File: config.mk
export PLATFORM = sky130hd
export DESIGN_NAME = accel_seq
export DESIGN_NICKNAME = d
export VERILOG_FILES = /design/src/rtl/accel_seq.sv
export SDC_FILE = /design/constraint.sdc
export NUM_CORES = 1
export LEC_CHECK = 0
export CAP_MARGIN = 5
export CORE_MARGIN = 4
export CORE_UTILIZATION = 30
export DETAILED_ROUTE_END_ITERATION = 8
export PLACE_DENSITY_LB_ADDON = 0.25
export SYNTH_ARGS = -nofsm -noshare
export SYNTH_HDL_FRONTEND = slang
export SYNTH_SLANG_ARGS = --single-unit
File: constraint.sdc
create_clock -name clk -period 5.38 [get_ports clk]
set_clock_uncertainty 0.1 [all_clocks]
set_input_delay 0.807 -clock clk [delete_from_list [all_inputs] [get_ports clk]]
set_output_delay 0.807 -clock clk [all_outputs]
set_load 0.01 [all_outputs]
File: src/rtl/accel_seq.sv
// Job sequencer: buffers operands in a FIFO and walks one memory-mapped accelerator
// through load -> go -> poll -> read, returning each result with a status code.
module accel_seq #(
   parameter int DEPTH   = 4,
   parameter int TIMEOUT = 1024
) (
   input  logic        clk,
   input  logic        reset,
   input  logic        job_valid,
   input  logic [31:0] job_data,
   output logic        job_ready,
   output logic [1:0]  acc_a,
   output logic        acc_we,
   output logic [31:0] acc_wd,
   input  logic [31:0] acc_rd,
   output logic        res_valid,
   input  logic        res_ready,
   output logic [31:0] res_data,
   output logic [1:0]  res_status,
   output logic        busy
);

   localparam int AW = $clog2(DEPTH);
   localparam int CW = $clog2(DEPTH + 1);
   localparam int TW = $clog2(TIMEOUT + 1);
   localparam logic [TW-1:0] T_LAST = TW'(TIMEOUT - 1);
   localparam logic [TW-1:0] T_MAX  = TW'(TIMEOUT);
   localparam logic [CW-1:0] C_FULL = CW'(DEPTH);

   typedef enum logic [2:0] {
      S_IDLE, S_LOAD, S_GO, S_CLR, S_POLL, S_READ, S_OUT
   } state_t;

   state_t         state;
   logic [31:0]    mem [DEPTH];
   logic [AW-1:0]  wr_ptr, rd_ptr;
   logic [CW-1:0]  count;
   logic [TW-1:0]  tcnt;
   logic           err;
   logic           full, push, pop;

   assign full      = (count == C_FULL);
   assign push      = job_valid && !full;
   assign pop       = (state == S_LOAD);
   assign job_ready = !full;
   assign busy      = (state != S_IDLE) || (count != '0);

   // NOTE: the payload array has no reset; clearing count and pointers is what discards it.
   always_ff @(posedge clk) begin
      if (push) mem[wr_ptr] <= job_data;
   end

   always_ff @(posedge clk) begin
      if (!reset) begin
         wr_ptr <= '0;
         rd_ptr <= '0;
         count  <= '0;
      end else begin
         if (push) wr_ptr <= wr_ptr + AW'(1);
         if (pop)  rd_ptr <= rd_ptr + AW'(1);
         case ({push, pop})
            2'b10:   count <= count + CW'(1);
            2'b01:   count <= count - CW'(1);
            default: ;
         endcase
      end
   end

   // Outputs are registered: each transition loads the values the target state drives.
   always_ff @(posedge clk) begin
      if (!reset) begin
         state      <= S_IDLE;
         acc_a      <= 2'd0;
         acc_we     <= 1'b0;
         acc_wd     <= '0;
         res_valid  <= 1'b0;
         res_data   <= '0;
         res_status <= 2'b00;
         tcnt       <= '0;
         err        <= 1'b0;
      end else begin
         // NOTE: non-blocking throughout, so every branch sees pre-edge values.
         acc_we <= 1'b0;
         acc_wd <= '0;
         case (state)
            S_IDLE: begin
               if (count != '0) begin
                  state  <= S_LOAD;
                  acc_a  <= 2'd0;
                  acc_we <= 1'b1;
                  acc_wd <= mem[rd_ptr];
               end
            end
            S_LOAD: begin
               state  <= S_GO;
               acc_a  <= 2'd1;
               acc_we <= 1'b1;
               acc_wd <= 32'd1;
            end
            S_GO: begin
               state  <= S_CLR;
               tcnt   <= '0;
               acc_a  <= 2'd1;
               acc_we <= 1'b1;
            end
            S_CLR: begin
               state <= S_POLL;
               acc_a <= 2'd2;
            end
            S_POLL: begin
               // A done seen on the last allowed cycle still wins over the timeout.
               if (acc_rd[0]) begin
                  err   <= acc_rd[1];
                  state <= S_READ;
                  acc_a <= 2'd3;
               end else if (tcnt == T_LAST) begin
                  res_data   <= '0;
                  res_status <= 2'b10;
                  res_valid  <= 1'b1;
                  state      <= S_OUT;
                  acc_a      <= 2'd0;
               end else if (tcnt != T_MAX) begin
                  tcnt <= tcnt + TW'(1);
               end
            end
            S_READ: begin
               res_data   <= acc_rd;
               res_status <= {1'b0, err};
               res_valid  <= 1'b1;
               state      <= S_OUT;
               acc_a      <= 2'd0;
            end
            S_OUT: begin
               if (res_ready) begin
                  res_valid <= 1'b0;
                  state     <= S_IDLE;
               end
            end
            default: begin
               state <= S_IDLE;
               acc_a <= 2'd0;
            end
         endcase
      end
   end

endmodule

==> summary.md, run 1 <==
| Metric | Value |
|---|---|
| Worst reg-to-reg path cell count | 8 |
| Cell Chain, Critical Path | nor2_1, nand2_1, clkdlybuf4s50_1 |
| Antenna diode count | 0 |
| H-tree depth | 1 |
| Synth Net Count | roughly 580 |
| Worst path slowest cell | sky130_fd_sc_hd__dfxtp_1 |
| Total stage count of the critical path | 3 |
| First-pass GRT wire length | ~28000 µm |
| Hold Path Class | flip-flop to flip-flop |
| Count of cell types in the netlist | 47 |
| Area growth from synthesis to layout | 32.0% |
| Lkg Pwr | around 3.6 nW |
| Maximum number of buffers from clock root to sink | 3 |
| Setup crit start kind | flip-flop |
| Share of final-layout standard cells stronger than drive strength 1 | 0.132 |
| Result of the run | complete, no violations |
| Worst EP required | approximately 4.5 ns |
| Number of clock buffers inserted by TritonCTS | 25 |
| TritonCTS clock tree | built |
| Number of antenna-violating nets in the routed design | 0 |
| Worst reg2reg startpoint | state[0] |
| Number of violations of the max-capacitance limit | 0 |
| Filler cells | roughly 2400 |
| Capture point of the critical path | busy |
| Starting density of the core | 0.308 |
| Setup repair after global routing missed its margin | false |
| Pwr Density | 455 nW/µm² |
| Number of placed instances with taps included | 957 |
| Clock insertion delay at the later pin of the skew report | 0.51 ns |
| Area of the multi-input gates | about 2200 µm² |
| Tmin final | about 3 ns |
| Register area | approximately 5700 µm² |
| Sum of negative setup slack | 0 ns |
| Number of instances resized during post-cts repair | 0 |
| Final Total Pwr | around 4.9 mW |
| Maximum VDD drop | 217 µV |
| Final hold violation count | 0 |
| DRC marker count from the first detailed-route iteration | about 280 |
| Internal reg-to-reg setup slack | between 2 and 3 ns |
| Die outline area | between 20000 and 30000 µm² |
| Number of non-filler instances in the completed layout | 1003 |
| CP peak stage delay | 0.65 ns |
| Final weighted congestion in routability-driven placement | 0.775 |
| Fraction of synthesis flops using an asynchronous set or reset pin | 0 |
| Ratio of routed vias to standard cells | around 4.7 |
| Worst slew margin relative to its limit | 0.200 |
| Crit path max-delay family | flip-flops |
| Floorplan core area | 26300 µm² |
| Routed wire length | about 17000 µm |
| 1st-pass router iterations | 4 |
| Height of the die | roughly 170 µm |
| Register area share after synthesis | 0.708 |
| Critical path capture point type | output pin |
| RR Endpoint | count[2] |
| Antenna violations before repair | 0 |
| Count of buffering cells on the critical path with inverters included | 1 |
| Overall die width | approximately 170 µm |
| Critical Path Source | state[0] |
| Residual DRC | 0 |
| Share of the clock period used by the worst path after layout | 0.569 |
| Count of flip-flops with a built-in enable after synthesis | around 130 |
| Count of nets after finishing | roughly 730 |
| Yosys warning count | 0 |
| Total via count after detailed routing | roughly 4700 |
| Number of global-route vias before repair | around 5200 |
| Count of input and output buffers | roughly 140 |
| Clk slew on worst S/H paths | around 0.05 ns |
| Number of buffers inserted by hold repair at cts | 0 |
| Rows | 59 |
| Post-CTS setup buffers | 0 |
| Highest Clock Rate | about 0.33 GHz |
| Pin count of the biggest net entering global routing | 34 |
| Total gr overflow | 0 |
| Flip-flop cell with the highest count after synthesis | sky130_fd_sc_hd__edfxtp_1 |
| Clock root buffer master | sky130_fd_sc_hd__clkbuf_16 |
| GRT Total Usage | 0.117 |
| Synth Register Bits | about 220 |
| Most frequent cells in the layout | sky130_fd_sc_hd__clkdlybuf4s50_1 (139), sky130_fd_sc_hd__edfxtp_1 (128), sky130_fd_sc_hd__dfxtp_1 (92), sky130_fd_sc_hd__nor2b_1 (38), sky130_fd_sc_hd__a22o_1 (33) |
| Final setup violating endpoints | 0 |
| Final-report max-slew violation count | 0 |
| Transition at the pin with the smallest max-transition slack | ~1.2 ns |
| Num ports | between 100 and 150 |
| Synthesized area per cell | about 16 µm² |
| Commonest non-fill, non-tap cell in the layout | sky130_fd_sc_hd__clkdlybuf4s50_1 |
| WL per Instance | ~17 µm |
| Num Clock Sinks | 222 |
| Number of instances in the synthesized netlist | 505 |
| Total standard cell area after synthesis | just over 8000 µm² |
| CP max FO | 16 |
| Worst Path Class, Setup | flip-flop to output pin |
| Data arrival time of the worst path | between 2 and 2.5 ns |
| Final HPWL DP | about 11000 µm |
-- layout make-up --
type,instances,area share
clock inverters,7,0.00939
inverters,12,0.00422
well taps,335,0.0393
flip-flops and latches,222,0.537
repair buffers,143,0.134
multi-input cells,246,0.207
clock buffers,38,0.0689
-- registers in the layout (all words and copies together) (netlist names), named ones only --
name / cells
acc_a: 2
acc_wd: 32
acc_we: 1
count: 3
err: 1
mem: 128
rd_ptr: 2
res_data: 32
res_status: 2
res_valid: 1
state: 3
tcnt: 11
wr_ptr: 2
-- logic make-up (layout without fill, tap and decap cells) --
logic type | after synthesis | count (layout) | synth area share
AO/OA/AOI/OAI | 85 | 85 | 0.0793
multiplexers | 33 | 33 | 0.0904
buffers and inverters | 37 | 200 | 0.0189
XOR/XNOR | 5 | 5 | 0.00542
flip-flops | 222 | 222 | 0.708
adder cells (fa/ha/maj) | 8 | 8 | 0.0133
AND/OR/NAND/NOR | 115 | 115 | 0.0844
-- worst min-delay path by stage --
stage | end | startpoint | cells after the start | slack [ns]
floorplan | res_status[0] | err | 1 | 0.35
detailed placement | res_data[28] | res_data[28] | 1 | 0.36
global placement | res_data[8] | res_data[8] | 1 | 0.36
CTS | res_status[0] | res_status[0] | 1 | 0.37
global route | res_data[28] | res_data[28] | 1 | 0.39
finish | res_data[29] | res_data[29] | 1 | 0.37
-- power breakdown --
group,total [mW],switching [mW],internal [mW]
Combinational,1.02,0.486,0.538
Sequential,2.14,0.116,2.03
Clock,1.69,0.647,1.04
Total,4.85,1.25,3.60
-- per-layer routing --
metal,wire (µm),GRT usage,vias to the layer above
met5,0,0,-
met4,328,0.0277,0
met3,1330,0.0364,26
li1,-,-,2213
met1,7570,0.147,2330
met2,8200,0.198,156
-- synth_stat cells (2+ instances only) --
| cell type | instances | area (µm²) |
|---|---|---|
| sky130_fd_sc_hd__a31oi_1 | 2 | 12.5 |
| sky130_fd_sc_hd__and2_1 | 9 | 56.3 |
| sky130_fd_sc_hd__edfxtp_1 | 128 | 3840 |
| sky130_fd_sc_hd__and3_1 | 7 | 43.8 |
| sky130_fd_sc_hd__nor4_1 | 3 | 18.8 |
| sky130_fd_sc_hd__inv_1 | 12 | 45.0 |
| sky130_fd_sc_hd__buf_2 | 8 | 40.0 |
| sky130_fd_sc_hd__mux4_2 | 32 | 721 |
| sky130_fd_sc_hd__a21boi_0 | 5 | 37.5 |
| sky130_fd_sc_hd__nor2b_1 | 38 | 238 |
| sky130_fd_sc_hd__nand4_1 | 5 | 31.3 |
| sky130_fd_sc_hd__clkbuf_1 | 16 | 60.1 |
| sky130_fd_sc_hd__a22o_1 | 33 | 289 |
| sky130_fd_sc_hd__nand3_1 | 6 | 30.0 |
| sky130_fd_sc_hd__nor2_1 | 9 | 33.8 |
| sky130_fd_sc_hd__o21a_1 | 3 | 22.5 |
| sky130_fd_sc_hd__o31ai_1 | 5 | 37.5 |
| sky130_fd_sc_hd__a21oi_1 | 8 | 40.0 |
| sky130_fd_sc_hd__dfxtp_1 | 94 | 1880 |
| sky130_fd_sc_hd__xnor2_1 | 4 | 35.0 |
| sky130_fd_sc_hd__nand2_1 | 22 | 82.6 |
| sky130_fd_sc_hd__nand2b_1 | 2 | 12.5 |
| sky130_fd_sc_hd__or3_1 | 4 | 25.0 |
| sky130_fd_sc_hd__o21ai_0 | 21 | 105 |
| sky130_fd_sc_hd__ha_1 | 7 | 87.6 |
-- per-stage QoR --
| step | utilization | area, µm² | setup slack [ns] | hold slack [ns] |
|---|---|---|---|---|
| after detailed placement | 0.374 | 9820 | 2.24 | 0.359 |
| after global placement | 0.374 | 9820 | 2.34 | 0.357 |
| after global routing | 0.406 | 10700 | 2.13 | 0.387 |
| after floorplan | - | 8080 | 3.00 | 0.349 |
| after CTS | 0.405 | 10700 | 2.30 | 0.375 |
| final | 0.406 | 10700 | 2.32 | 0.371 |
(Power assumes the default switching activity.)
==> run 2, diff against run 1 <==
==> constraint.sdc (replaced) <==
create_clock -name clk -period 2.54 [get_ports clk]
set_clock_uncertainty 0.1 [all_clocks]
set_input_delay 0.381 -clock clk [delete_from_list [all_inputs] [get_ports clk]]
set_output_delay 0.381 -clock clk [all_outputs]
set_load 0.01 [all_outputs]
==> run 2 against run 1 <==
Effect of this change: setup slack got worse by 2.1 ns; global-route usage barely moved; non-clock buffer count rose by 14; sequential power rose by 110%; sequential share of layout area fell by 0.54 points; register-to-register slack got worse by 2.6 ns; die area did not move; highest routed layer is now met5.
==> summary.md, run 2 (synthesis gave the netlist of run 1 again) <==
| Metric | Value |
|---|---|
| Final Total Pwr | slightly above 10 mW |
| DRC marker count from the first detailed-route iteration | 227 |
| Switching power of the nets | roughly 2.6 mW |
| Antenna diode count | 0 |
| Share of the clock period used by the worst path after layout | 0.908 |
| Worst EP required | roughly 2.8 ns |
| Clock insertion delay at the later pin of the skew report | 0.50 ns |
| Final hold violation count | 0 |
| Num Clock Sinks | about 220 |
| Clk slew on worst S/H paths | ~0.060 ns |
| Clock root buffer master | sky130_fd_sc_hd__clkbuf_16 |
| Largest registers | mem (128), acc_wd (32), res_data (32) |
| Cell Chain, Critical Path | ha_1, nand3_1, or2_1, nor4_4, o21ai_2, buf_8, a22o_1 |
| Critical path capture point type | flip-flop |
| Commonest non-fill, non-tap cell in the layout | sky130_fd_sc_hd__clkdlybuf4s50_1 |
| Area growth from synthesis to layout | 33.3% |
| Final-report max-slew violation count | 0 |
| Worst Path Class, Setup | flip-flop to flip-flop |
| Maximum number of buffers from clock root to sink | 3 |
| Largest register FFs | between 100 and 150 |
| Result of the run | complete, no violations |
| Worst path slowest cell | sky130_fd_sc_hd__dfxtp_1 |
| Pin count of the biggest net entering global routing | 34 |
| WL per Instance | around 17 µm |
| Reg power frac | 0.442 |
| Height of the die | approximately 170 µm |
| Post-CTS setup buffers | 0 |
| GRT Total Usage | 0.117 |
| Die outline area | 29600 µm² |
| CP max FO | 27 |
| Setup crit start kind | flip-flop |
| Lkg Pwr | between 3 and 4 nW |
| Hold Path Class | flip-flop to flip-flop |
| Maximum VDD drop | about 470 µV |
| Clock share of power | 0.325 |
| Final HPWL DP | ~11000 µm |
| H-tree depth | 1 |
| Count of nets after finishing | 739 |
| Number of violations of the max-capacitance limit | 0 |
| Ratio of routed vias to standard cells | 4.73 |
| Sw Ratio | 0.258 |
| Most frequent cells in the layout | sky130_fd_sc_hd__clkdlybuf4s50_1 (138), sky130_fd_sc_hd__edfxtp_1 (128), sky130_fd_sc_hd__dfxtp_1 (92), sky130_fd_sc_hd__nor2b_1 (38), sky130_fd_sc_hd__a22o_1 (33) |
| Pwr Density | between 900 and 1000 nW/µm² |
| Largest reg by FF count | mem |
| Final weighted congestion in routability-driven placement | roughly 0.73 |
| TritonCTS clock tree | built |
| Antenna violations before repair | 1 |
| Sum of negative setup slack | 0 ns |
| 1st-pass router iterations | 4 |
| Total gr overflow | 0 |
| Post-placement setup slack | -0.0354 ns |
| Worst Hold Margin | 0.374 ns |
| Count of buffering cells on the critical path with inverters included | 1 |
| Data arrival time of the worst path | 2.59 ns |
| Share of final-layout standard cells stronger than drive strength 1 | 0.146 |
| Total via count after detailed routing | approximately 4800 |
| Highest Clock Rate | roughly 0.43 GHz |
| Final critical-path setup slack | around 0.23 ns |
| Power Internal | 7.50 mW |
| Overall die width | 172 µm |
| Tmin final | ~2.3 ns |
| Number of global-route vias before repair | between 5000 and 6000 |
| Starting density of the core | 0.308 |
| Count of input and output buffers | ~140 |
| Setup repair after global routing missed its margin | false |
| CP peak stage delay | approximately 0.42 ns |
| Rows | between 50 and 60 |
| Floorplan core area | about 26000 µm² |
| First-pass GRT wire length | approximately 27000 µm |
| Transition at the pin with the smallest max-transition slack | 0.570 ns |
| Crit path max-delay family | simple AND/OR/NAND/NOR gates |
| Worst slew margin relative to its limit | 0.616 |
| Number of clock buffers inserted by TritonCTS | 24 |
| Gate power share | 0.233 |
| Final setup violating endpoints | 0 |
| Routed wire length | approximately 17000 µm |
| Num ports | 140 |
| Number of antenna-violating nets in the routed design | 0 |
| Residual DRC | 0 |
==> run 2: power by group through the flow <==
stage | Clock [mW] | Combinational [mW] | Sequential, mW
floorplan | 0 | 1.26 | 4.60
global placement | 0 | 2.37 | 4.54
detailed placement | 0 | 2.39 | 4.55
CTS | 3.40 | 2.40 | 4.48
global route | 3.56 | 2.60 | 4.52
finish | 3.28 | 2.36 | 4.47
==> run 2: what timing repair did <==
action	in CTS	in global routing
hold buffers	0	0
resized for setup	0	1
setup endpoints to repair	0	1
==> run 2: through the flow <==
step / std cells / cell area, µm² / util
after floorplan: 505 / 8080 / -
after global placement: 971 / 10000 / 0.380
after detailed placement: 971 / 10000 / 0.380
after CTS: 1014 / 10800 / 0.409
after global routing: 1015 / 10800 / 0.410
final: 1015 / 10800 / 0.410
==> run 2: worst paths after layout <==
path / startpoint / end / slack, ns / cells past startpoint
max: tcnt[0] / res_data[26] / 0.23 / 7
min reg2reg: acc_a[1] / acc_a[1] / 0.37 / 2
max reg2reg: tcnt[0] / res_data[26] / 0.23 / 7
min: acc_a[1] / acc_a[1] / 0.37 / 2
==> run 2: worst register-to-register path, cell delays in order, from the launching register on <==
cell and delay (ns):
sky130_fd_sc_hd__dfxtp_1 0.42, sky130_fd_sc_hd__ha_1 0.26, sky130_fd_sc_hd__nand3_1 0.13, sky130_fd_sc_hd__or2_1 0.30, sky130_fd_sc_hd__nor4_4 0.38, sky130_fd_sc_hd__o21ai_2 0.19, sky130_fd_sc_hd__buf_8 0.21, sky130_fd_sc_hd__a22o_1 0.20
==> run 2: area by class of cell <==
cell class                 count  area [µm²]
clock inverter                 9        81.3
fill                        2400       15500
timing repair buffer         157        1610
inverter                      12        45.0
clock buffer                  34         678
multi-input combinational    246        2210
tap                          335         419
sequential                   222        5730
==> run 2: metal layers <==
metal  GRT usage  part of all wire  wire length, µm  up-vias
met5           0           0.00075               13        -
met4      0.0263             0.018              305        2
met3      0.0377             0.081             1400       26
met2       0.195              0.47             8150      175
met1       0.150              0.43             7470     2358
li1            -                 -                -     2242
==> run 3, diff against run 2 <==
--- a/config.mk
+++ b/config.mk
@@ -6,7 +6,7 @@
 export NUM_CORES = 1
 export LEC_CHECK = 0
 export CAP_MARGIN = 5
-export CORE_MARGIN = 4
+export CORE_MARGIN = 8
 export CORE_UTILIZATION = 30
 export DETAILED_ROUTE_END_ITERATION = 8
 export PLACE_DENSITY_LB_ADDON = 0.25
==> run 3 against run 2 <==
Effect of this change: via count shrank 0.37%; cell count grew 1.2%; core utilization shrank 0.29 points; hold slack lost 0.0084 ns; power grew 3.1%; highest routed layer is now met4; die area grew 9.5%; clock power grew 10%; setup slack lost 0.035 ns; count of clock-buffer cells in the layout grew 5; critical endpoint is now count[2]; critical path type unchanged; critical path depth grew 2; largest cell class unchanged; non-clock buffer count grew 1.
==> summary.md, run 3 (synthesis gave the netlist of run 1 again) <==
| Metric | Value |
|---|---|
| Result of the run | complete, no violations |
| Worst slew margin relative to its limit | 0.645 |
| Total via count after detailed routing | ~4800 |
| Routed wire length | around 18000 µm |
| Antenna violations before repair | 0 |
| Worst reg2reg startpoint | state[1] |
| Internal reg-to-reg setup slack | around 0.20 ns |
| Num ports | 140 |
| Pin count of the biggest net entering global routing | 34 |
| Setup repair after global routing missed its margin | false |
| Num Clock Sinks | between 200 and 250 |
| Number of antenna-violating nets in the routed design | 0 |
| Most frequent cells in the layout | sky130_fd_sc_hd__clkdlybuf4s50_1 (138), sky130_fd_sc_hd__edfxtp_1 (128), sky130_fd_sc_hd__dfxtp_1 (92), sky130_fd_sc_hd__nor2b_1 (38), sky130_fd_sc_hd__a22o_1 (33) |
| Worst Path Class, Setup | flip-flop to flip-flop |
| CP max FO | 13 |
| Worst reg-to-reg path cell count | 9 |
| Antenna diode count | 0 |
| Number of buffers inserted by hold repair at cts | 0 |
| Lkg Pwr | between 3 and 4 nW |
| Final-report max-slew violation count | 0 |
| Count of nets after finishing | between 700 and 800 |
| Number of placed instances with taps included | a little under 1000 |
| Highest Clock Rate | between 0.4 and 0.5 GHz |
| Die outline area | 32500 µm² |
| 1st-pass router iterations | 4 |
| HP Start | acc_rd[15] |
| Reg power frac | 0.435 |
| TritonCTS clock tree | built |
| Sw Ratio | 0.259 |
| Largest registers | mem (128), acc_wd (32), res_data (32) |
| Clock root buffer master | sky130_fd_sc_hd__clkbuf_16 |
| Total gr overflow | 0 |
| Area growth from synthesis to layout | 34.6% |
| Clk slew on worst S/H paths | about 0.06 ns |
| Ratio of routed vias to standard cells | between 4 and 5 |
| Number of violations of the max-capacitance limit | 0 |
| Rows | 60 |
| DRC marker count from the first detailed-route iteration | around 170 |
| Commonest non-fill, non-tap cell in the layout | sky130_fd_sc_hd__clkdlybuf4s50_1 |
| Maximum number of buffers from clock root to sink | 3 |
| Sum of negative setup slack | 0 ns |
| Number of non-filler instances in the completed layout | 1027 |
| Gate power share | 0.219 |
| Critical path capture point type | flip-flop |
| Residual DRC | 0 |
| Clock share of power | 0.346 |
| First-pass GRT wire length | 29000 µm |
| Transition at the pin with the smallest max-transition slack | between 0.5 and 0.6 ns |
| Starting density of the core | 0.302 |
| Final setup violating endpoints | 0 |
| GRT Total Usage | 0.109 |
| Number of clock buffers inserted by TritonCTS | 26 |
| Clock insertion delay at the later pin of the skew report | 0.52 ns |
| Post-CTS setup buffers | 0 |
| Setup crit start kind | flip-flop |
| Power Internal | ~7.7 mW |
| Overall die width | about 180 µm |
| Final weighted congestion in routability-driven placement | 0.767 |
| Share of the clock period used by the worst path after layout | 0.922 |
| Tmin final | between 2 and 2.5 ns |
| Final hold violation count | 0 |
| Largest reg by FF count | mem |
| Share of final-layout standard cells stronger than drive strength 1 | 0.156 |
| Hold path depth | 2 |
| End point of the most critical hold path | res_data[15] |
| Pwr Density | approximately 960 nW/µm² |
| H-tree depth | 1 |
| Height of the die | ~180 µm |
| Number of instances resized during post-cts repair | 1 |
| WL per Instance | between 15 and 20 µm |
| Largest register FFs | between 100 and 150 |
| Hold Path Class | primary input to flip-flop |
| Final HPWL DP | about 12000 µm |
| Number of global-route vias before repair | around 5300 |
| Maximum VDD drop | around 450 µV |
| Floorplan core area | 26700 µm² |
| Data arrival time of the worst path | 2.69 ns |
| RR Endpoint | count[2] |
| Switching power of the nets | approximately 2.7 mW |
| Count of input and output buffers | 139 |
| Worst EP required | 2.88 ns |
## run 3: cell types whose count changed in the layout (fill, tap and decap cells not counted), sizes merged
cell | previous run | this run
dlygate4sd2 | 0 | 1
dlymetal6s2s | 1 | 0
clkinvlp | 1 | 2
clkbuf | 34 | 39
buf | 18 | 19
clkinv | 7 | 6
## run 3: area by class of cell
type / count / area [µm²]
timing repair buffer: 158 / 1610
multi-input combinational: 246 / 2210
tap: 341 / 427
clock buffer: 39 / 769
fill: 2468 / 15800
clock inverter: 9 / 90.1
inverter: 12 / 45.0
sequential: 222 / 5730
## run 3: routing by layer
layer,up-vias,routed length (µm),track usage
li1,2249,-,-
met1,2382,8060,0.135
met2,132,8380,0.184
met3,22,1180,0.0347
met4,0,238,0.0195
met5,-,0,0
## run 3: critical path: stages, from the launching register on
cell and delay (ns):
sky130_fd_sc_hd__dfxtp_1 0.42, sky130_fd_sc_hd__nor2_1 0.19, sky130_fd_sc_hd__nand2_1 0.10, sky130_fd_sc_hd__inv_1 0.16
sky130_fd_sc_hd__ha_1 0.22, sky130_fd_sc_hd__inv_1 0.06, sky130_fd_sc_hd__fa_1 0.37, sky130_fd_sc_hd__xor2_1 0.18
sky130_fd_sc_hd__or3_1 0.30, sky130_fd_sc_hd__a21boi_0 0.16
## run 3: worst max path at each step
stage	startpoint	endpoint
after floorplan	count[0]	count[2]
final	state[1]	count[2]
after global placement	job_valid	count[2]
after detailed placement	job_valid	count[2]
after CTS	count[2]	busy
after global routing	state[1]	count[2]
## run 3: metrics by stage
| step | setup WS (ns) | instance area, µm² | hold slack [ns] | util | power [mW] |
|---|---|---|---|---|---|
| 2_1_floorplan | 0.291 | 8080 | 0.349 | - | 5.86 |
| 3_3_place_gp | 0.0552 | 10000 | 0.357 | 0.375 | 6.91 |
| 3_5_place_dp | -0.00808 | 10000 | 0.356 | 0.375 | 6.96 |
| 4_1_cts | 0.181 | 10900 | 0.332 | 0.407 | 10.6 |
| 5_1_grt | 0.0205 | 10900 | 0.342 | 0.407 | 11.0 |
| 6_report | 0.198 | 10900 | 0.366 | 0.407 | 10.4 |
## run 3: power groups by stage
| stage | logic, mW | registers (mW) | clock network [mW] |
|---|---|---|---|
| 6_report | 2.29 | 4.53 | 3.61 |
| 5_1_grt | 2.50 | 4.59 | 3.91 |
| 4_1_cts | 2.34 | 4.55 | 3.74 |
| 3_5_place_dp | 2.35 | 4.62 | 0 |
| 3_3_place_gp | 2.32 | 4.59 | 0 |
| 2_1_floorplan | 1.26 | 4.60 | 0 |
